[src/rtl/clkgen_8284_param.sv]
// Parametrised 8284A-style clock generator: osc/clk/pclk/vclk dividers, RDY/AEN ready sync, reset sync.
// Optional macro TURBO_EN adds a `turbo` input selecting an alternate osc divisor/high pair.
module clkgen_8284_param #(
  parameter int OSC_DIV   = 7,
  parameter int OSC_HIGH  = 3,
  parameter int CLK_MULT  = 3,
  parameter int PCLK_DIV  = 2,
  parameter int VCLK_DIV  = 5,
  parameter int VCLK_HIGH = 2
`ifdef TURBO_EN
  ,
  parameter int OSC_DIV_TURBO  = 5,
  parameter int OSC_HIGH_TURBO = 2
`endif
) (
  input  logic fpga_clk,
  input  logic reset_n,
  input  logic res_n,
  input  logic rdy1,
  input  logic rdy2,
  input  logic aen1_n,
  input  logic aen2_n,
  input  logic async_n,
`ifdef TURBO_EN
  input  logic turbo,
`endif
  output logic osc,
  output logic clk,
  output logic pclk,
  output logic vclk,
  output logic clk_rise,
  output logic clk_fall,
  output logic ready,
  output logic reset
);

`ifdef TURBO_EN
  localparam int OSC_MAX = (OSC_DIV_TURBO > OSC_DIV) ? OSC_DIV_TURBO : OSC_DIV;
`else
  localparam int OSC_MAX = OSC_DIV;
`endif
  localparam int OW = $clog2(OSC_MAX);
  localparam int CW = (CLK_MULT > 1) ? $clog2(CLK_MULT) : 1;
  localparam int PW = $clog2(PCLK_DIV);
  localparam int VW = $clog2(VCLK_DIV + 1);

  localparam logic [OW-1:0] OSC_LAST  = OW'(OSC_DIV - 1);
  localparam logic [OW-1:0] OSC_HI    = OW'(OSC_HIGH);
  localparam logic [CW-1:0] CLK_LAST  = CW'(CLK_MULT - 1);
  localparam logic [PW-1:0] PCLK_LAST = PW'(PCLK_DIV - 1);
  localparam logic [PW-1:0] PCLK_HALF = PW'(PCLK_DIV / 2);
  localparam logic [VW-1:0] VCLK_LAST = VW'(VCLK_DIV - 1);
  localparam logic [VW-1:0] VCLK_HI   = VW'(VCLK_HIGH);

  logic [OW-1:0] osc_cnt_q, osc_cnt_d;
  logic [CW-1:0] clk_ph_q, clk_ph_d;
  logic [PW-1:0] pclk_cnt_q, pclk_cnt_d;
  logic [VW-1:0] vclk_cnt_q, vclk_cnt_d;

  logic osc_q, osc_d;
  logic clk_q, clk_d;
  logic pclk_q, pclk_d;
  logic vclk_q, vclk_d;
  logic rise_q, rise_d;
  logic fall_q, fall_d;
  logic ready_q, ready_d;
  logic reset_q, reset_d;
  logic q1_q, q1_d;
  logic res_q, res_d;
  logic run_q, run_d;
  logic armed_q, armed_d;

  logic [OW-1:0] osc_last;
  logic [OW-1:0] osc_hi;
  logic          osc_wrap;
  logic          clk_wrap;
  logic          rise_ev;
  logic          fall_ev;
  logic          rdy_in;

  assign osc_wrap = (osc_cnt_q == osc_last);
  assign clk_wrap = (clk_ph_q == CLK_LAST);

`ifdef TURBO_EN
  localparam logic [OW-1:0] OSC_LAST_T = OW'(OSC_DIV_TURBO - 1);
  localparam logic [OW-1:0] OSC_HI_T   = OW'(OSC_HIGH_TURBO);

  logic turbo_q, turbo_d;

  // Divisor only switches at a full clk period boundary, so clk never gets a runt pulse.
  assign turbo_d  = (osc_wrap && clk_wrap) ? turbo : turbo_q;
  assign osc_last = turbo_q ? OSC_LAST_T : OSC_LAST;
  assign osc_hi   = turbo_q ? OSC_HI_T : OSC_HI;

  always_ff @(posedge fpga_clk) begin
    if (!reset_n) begin
      turbo_q <= 1'b0;
    end else begin
      turbo_q <= turbo_d;
    end
  end
`else
  assign osc_last = OSC_LAST;
  assign osc_hi   = OSC_HI;
`endif

  always_comb begin
    osc_cnt_d  = osc_wrap ? '0 : osc_cnt_q + 1'b1;
    clk_ph_d   = clk_ph_q;
    pclk_cnt_d = pclk_cnt_q;
    vclk_cnt_d = (vclk_cnt_q == VCLK_LAST) ? '0 : vclk_cnt_q + 1'b1;
    if (osc_wrap) begin
      clk_ph_d = clk_wrap ? '0 : clk_ph_q + 1'b1;
      if (clk_wrap) begin
        pclk_cnt_d = (pclk_cnt_q == PCLK_LAST) ? '0 : pclk_cnt_q + 1'b1;
      end
    end
  end

  // Waveforms are decoded from pre-edge counts, so they trail the counters by one cycle.
  always_comb begin
    osc_d  = (osc_cnt_q < osc_hi);
    clk_d  = (clk_ph_q == '0);
    pclk_d = (pclk_cnt_q < PCLK_HALF);
    vclk_d = (vclk_cnt_q < VCLK_HI);
  end

  always_comb begin
    rdy_in  = (rdy1 & ~aen1_n) | (rdy2 & ~aen2_n);
    // The 0->1 step straight out of reset is not a real clk rising edge.
    rise_ev = clk_d & ~clk_q & run_q;
    fall_ev = ~clk_d & clk_q;
    run_d   = 1'b1;
    rise_d  = rise_ev;
    fall_d  = fall_ev;
    q1_d    = q1_q;
    res_d   = res_q;
    armed_d = armed_q;
    ready_d = ready_q;
    reset_d = reset_q;
    if (rise_ev) begin
      q1_d    = rdy_in;
      res_d   = ~res_n;
      armed_d = 1'b1;
    end
    // A fall with no sampled rise behind it has nothing valid in q1/res_q yet.
    if (fall_ev && armed_q) begin
      ready_d = async_n ? rdy_in : (q1_q & rdy_in);
      reset_d = res_q;
    end
  end

  always_ff @(posedge fpga_clk) begin
    if (!reset_n) begin
      osc_cnt_q  <= '0;
      clk_ph_q   <= '0;
      pclk_cnt_q <= '0;
      vclk_cnt_q <= '0;
      osc_q      <= 1'b0;
      clk_q      <= 1'b0;
      pclk_q     <= 1'b0;
      vclk_q     <= 1'b0;
      rise_q     <= 1'b0;
      fall_q     <= 1'b0;
      ready_q    <= 1'b0;
      reset_q    <= 1'b1;
      q1_q       <= 1'b0;
      res_q      <= 1'b0;
      run_q      <= 1'b0;
      armed_q    <= 1'b0;
    end else begin
      osc_cnt_q  <= osc_cnt_d;
      clk_ph_q   <= clk_ph_d;
      pclk_cnt_q <= pclk_cnt_d;
      vclk_cnt_q <= vclk_cnt_d;
      osc_q      <= osc_d;
      clk_q      <= clk_d;
      pclk_q     <= pclk_d;
      vclk_q     <= vclk_d;
      rise_q     <= rise_d;
      fall_q     <= fall_d;
      ready_q    <= ready_d;
      reset_q    <= reset_d;
      q1_q       <= q1_d;
      res_q      <= res_d;
      run_q      <= run_d;
      armed_q    <= armed_d;
    end
  end

  assign osc      = osc_q;
  assign clk      = clk_q;
  assign pclk     = pclk_q;
  assign vclk     = vclk_q;
  assign clk_rise = rise_q;
  assign clk_fall = fall_q;
  assign ready    = ready_q;
  assign reset    = reset_q;

endmodule

[config.mk]
export PLATFORM = sky130hd
export DESIGN_NAME = clkgen_8284_param
export DESIGN_NICKNAME = d
export VERILOG_FILES = /design/src/rtl/clkgen_8284_param.sv
export SDC_FILE = /design/constraint.sdc
export NUM_CORES = 1
export LEC_CHECK = 0
export CAP_MARGIN = 20
export CORE_MARGIN = 5
export CORE_UTILIZATION = 43
export DETAILED_ROUTE_END_ITERATION = 7
export MAX_ROUTING_LAYER = met4
export PLACE_DENSITY = 0.72
export SETUP_SLACK_MARGIN = 0.2
export SLEW_MARGIN = 10
export SYNTH_ARGS = -nofsm -noshare
export SYNTH_HDL_FRONTEND = slang
export SYNTH_SLANG_ARGS = --single-unit
[constraint.sdc]
create_clock -name fpga_clk -period 1.14 [get_ports fpga_clk]
set_input_delay 0.171 -clock fpga_clk [delete_from_list [all_inputs] [get_ports fpga_clk]]
set_output_delay 0.171 -clock fpga_clk [all_outputs]
set_load 0.02 [all_outputs]
# Word-level counts from Yosys, hierarchy flattened
# Index checks and enable logic that the tools add are counted.
# word_totals
register_bits	21
in_bits	8
out_inout_bits	8
word_cells	48
# classes
addsub	4
order_cmp	3
eq_ne	3
n_mux	4
n_bitwise	13
reduce_logical	5
# ops
op	n
$add 3x1->3 const B	2
$and 1x1->1	6
$eq 3x3->1 const B	2
$lt 3x2->1 const B	2
$not 1->1	6
$reduce_or 2->1	2
$mux 1	3
$add 2x1->2 const B	1
$eq 2x2->1 const B	1
$logic_not 2->1	1
$mux 2	1
$reduce_and 2->1	1
$add 1x1->1 const B	1
$logic_and 1x1->1	1
$lt 1x1->1 const B	1
$or 1x1->1	1

# Longest topological paths before layout
# Gate-level depths: netlist of the first run.
# depth
depth_word	5
ltp_mapped	5
ltp_nobuf	5

# Least setup slack after synthesis of the first run
# Ideal clock, no wire load.
# synth_path
kind	register -> register
start	register osc_cnt_q[0]
end	register clk_ph_q[0]
setup_time_ns	0.128
arrival_ns	0.986
required_ns	1.012
slack_ns	0.026
path_stages_with_launch	6
path_buffers	0
synth_period_minus_slack_ns	1.114
path_cell_list	dfxtp_1 inv_1 ha_1 and4bb_2 a21oi_1 nor2_1
# synth_between
elab_chain_len	1
# synth_rtl
item	line_no	text
from (decl)	55	logic [OW-1:0] osc_cnt_q, osc_cnt_d;
from (signal assigned)	172	osc_cnt_q <= osc_cnt_d;
$eq 3x3->1	81	assign osc_wrap = (osc_cnt_q == osc_last);
to (signal assigned)	173	clk_ph_q <= clk_ph_d;
to (decl)	56	logic [CW-1:0] clk_ph_q, clk_ph_d;
# Every way passes these cells.
# A chain may end at the register's enable or synchronous reset.

# Worst setup path in the final report of the first run
# layout_path
start	register clk_ph_q[1]
end	register q1_q
# layout_between
elab_chain_len	3
# layout_rtl
item	line_no	text
$logic_not 2->1	123	clk_d = (clk_ph_q == '0);
$and 1x1->1 (2 in a row)	131	rise_ev = clk_d & ~clk_q & run_q;
to (signal assigned)	184	q1_q <= q1_d;
to (decl)	68	logic q1_q, q1_d;
# Every way passes these cells.

==> results of run 1 <==
-- kinds of logic after synthesis --
group | share of synthesized area (%)
and+or+nand+nor | 22.4
DFF | 54.5
AOI/OAI and AO/OA | 9.89
buffers and inverters | 4.38
adders and majority gates | 6.48
xor gates and xnor gates | 1.13
muxes | 1.30
-- report_power, final --
part / internal [mW] / total (mW) / switching (mW)
Combinational: 0.128 / 0.228 / 0.101
Sequential: 0.775 / 0.815 / 0.0395
Clock: 0.136 / 0.350 / 0.214
-- worst paths after layout --
kind           end        start  slack (ns)  depth (start not counted)
min          res_q        res_n        0.43                          2
max           q1_q  clk_ph_q[1]        0.02                          3
max reg2reg   q1_q  clk_ph_q[1]        0.02                          3
min reg2reg   pclk   pclk_cnt_q        0.44                          1
-- metal layers --
metal | up-vias | wire [um]
met5 | - | 0
met4 | 0 | 48
met3 | 4 | 55
met2 | 14 | 786
met1 | 293 | 712
li1 | 315 | -
-- area by class of cell --
| type | count | area [um2] | share of cell area [%] |
|---|---|---|---|
| Clock buffer | 4 | 26.3 | 2.26 |
| Inverter | 8 | 32.5 | 2.80 |
| Multi-Input combinational cell | 47 | 403 | 34.6 |
| Sequential cell | 21 | 447 | 38.4 |
| Tap cell | 25 | 31.3 | 2.69 |
| Timing Repair Buffer | 24 | 224 | 19.2 |
-- cell usage in the layout, fill, tap and decap left out, types with 2 or more instances in the layout --
cell type,count
and3_1,2
ha_2,2
inv_2,2
clkdlybuf4s50_1,7
a21oi_2,3
nand4b_1,2
a211oi_1,2
dfxtp_2,9
nand2_1,3
dfxtp_1,8
dfxtp_4,4
ha_4,2
buf_4,10
nor2_1,13
clkbuf_4,3
buf_6,7
inv_1,5
-- through the flow --
stage | setup TNS [ns] | hold slack (ns) | total power, mW | std cells
floorplan | 0 | 0.199 | 0.912 | 77
CTS | 0 | 0.426 | 1.35 | 124
finish | 0 | 0.430 | 1.39 | 129
global route | -0.0918 | 0.429 | 1.47 | 129
global placement | -0.0386 | 0.429 | 0.986 | 119
detailed placement | -0.141 | 0.424 | 0.995 | 119
-- repair_timing --
action / in CTS / in global routing
endpoints found under the setup margin: 18 / 23
pin swaps: 6 / 11
setup buffers: 1 / 5
gates resized for setup: 57 / 22
-- worst reg2reg max path: cells and delay by family, from the launching register on --
kind | cells | cell delay, ns
DFF | 1 | 0.39
and+or+nand+nor | 1 | 0.39
buffers and inverters | 1 | 0.18
AOI/OAI and AO/OA | 1 | 0.06
==> summary.md, run 1 <==
The run finished with clean final reports. Averaged over all synthesized cells, the footprint is 10.0 um2. After detailed routing, the total wire length is 1600 um. Clock-pin slew was measured on the worst setup and hold paths at 0.11 ns. For the net count after synthesis, the log shows 89. Dividing the detail-routed via count by the number of cells gives 4.85. The number of hold buffers added after CTS was 0.

Sorting the synthesized cells by how often they occur yields dfxtp_1 (21), nor2_1 (13), inv_1 (8). The share of the clock period used by the worst path works out to 98.5%. The first-pass GRT wire length came out at 2730 um. The congestion estimate from routability-driven global placement came to 0.731. Summing all placed instances gives a cell area of 991 um2.

Buffers inserted during clock tree synthesis total 3. The minimum period implied by the final worst setup slack was 1.12 ns. The cell taking the most area after synthesis is dfxtp_1. Global routing consumed, over all layers together, 14.0% of the routing resources. The worst setup path is captured at a flop. The standard cell with the maximum stage delay on the critical path is dfxtp_4. The tools report the core area as 1710 um2.

The worst slack at placement was -0.0506 ns. After global routing, the most crowded layer is met2. The share of flip-flops with an asynchronous set or reset works out to 0%. Measured against its own limit, the worst slew margin works out to 77.2%. The area of the mapped netlist is 772 um2, and the total vias in the final route is 626. The later pin in the worst-skew pair is clocked with a latency of 0.29 ns. The area growth from synthesis to final layout works out to 50.7%. From left edge to right edge, the die measures 52.4 um.

Across the VDD grid, the largest voltage drop is 0.552 mV. The path class of the tightest hold or removal check is input pin to flop. The flip-flop cell with the highest count after synthesis is dfxtp_1. The residual DRC count is 0. In this run the worst path has a maximum fanout of 7.

Grouping stages by cell kind, the critical path spends the most delay in flip-flops. TritonCTS built the clock tree. Setup repair after global routing could not meet its margin everywhere. After detailed routing, the average wire length per cell comes to 12.4 um. After filler insertion, the fill cell instance count of the layout stands at 129. Global-route track usage on met1: 15.9%. The critical path goes through nor4b_4 > buf_4 > a211oi_1. The power density relative to cell area is 1200 nW/um2.

The synthesized design devotes to its leading area cell type 54.5% of total area. The final count of negative-setup-slack endpoints was 0; the count of buffers inserted at the top-level ports was 15. The leakage power summed over all cells was 0.499 nW.

Global routing consumed, on the met3 layer, 2.85% of the routing resources. For this configuration, the core starts out at a cell density of 45.2%. Once detail routing completed, the nets flagged for antenna violations numbered 0. The final-report hold violation count was 0. The run gives 21.5% as the global-route met2 utilization. Pin count of the biggest net entering global routing: 12. Cells with a size suffix above 1 make up 51.0% of the layout. The netlist uses 22 different library cells. The number of max-cap violations is 0, and the chip height is 52.4 um. The tools report the cell at the root of the clock tree as clkbuf_4. Global routing finished with a remaining overflow of 0.

For this design, the sink count on the clock tree is 21. The largest registers in the layout are osc_cnt_q x3, vclk_cnt_q x3, clk_ph_q x2. The floorplan has 15 rows. The count of pins over their slew limit came out at 0.

Measured on the finished design, the core utilization comes to 68.1%. Yosys mapped a number of flops with a built-in enable equal to 0. The run gives 0.00249 ns as the worst clock skew. Counting flops and latches in the post-synthesis netlist gives 21. The run gives 77 as the instance count of the mapped netlist. The share of the yosys chip area belonging to registers came out at 54.5%. The startpoint type of the worst setup path was a flop. The maximum cell stage delay along the critical path came out at 0.39 ns.

The area of all placed cells without fillers came out at 1160 um2. The run gives 1.32 ns as the required arrival time at the worst endpoint. The H-tree depth is 1, and the number of detailed-routing iterations run before antenna repair is 4. The slew at the pin closest to its max-slew limit is 0.341 ns. During synthesis, Yosys emitted a total of 0 warnings. The tools report the count of pins on the block boundary as 16. The repair_antennas step left the layout with diodes totalling 0.

Dominant cell by count in the synthesized netlist: dfxtp_1. The worst setup slack after layout was 0.0166 ns; the endpoint arrival time on the critical path was 1.31 ns. Buffer and inverter count on the worst path: 1. The initial antenna violation count is 0, and the maximum frequency from static timing analysis is 890 MHz.

The via count of the first global-routing pass is 646, and the detailed placer's ending HPWL is 955 um. The die covers 2740 um2. Start-to-end type of the worst setup path: flop to flop. The clock passes through at most 2 buffers. For this block, the initial DRC count from the detailed router was 10. Yosys attributes the largest share of cell area to dfxtp_1 (54%), ha_1 (6.5%), nor2_1 (6.3%), inv_1 (3.9%), nor4b_4 (3.1%). The net total in the final layout came out at 117.
Power figures use the tool's default switching activity.
==> run 2, diff against run 1 <==
- ABC_CLOCK_PERIOD_IN_PS: default -> 1140
==> results of run 2 <==
Same layout as run 1: the final DEF is identical, and so are final timing and power.
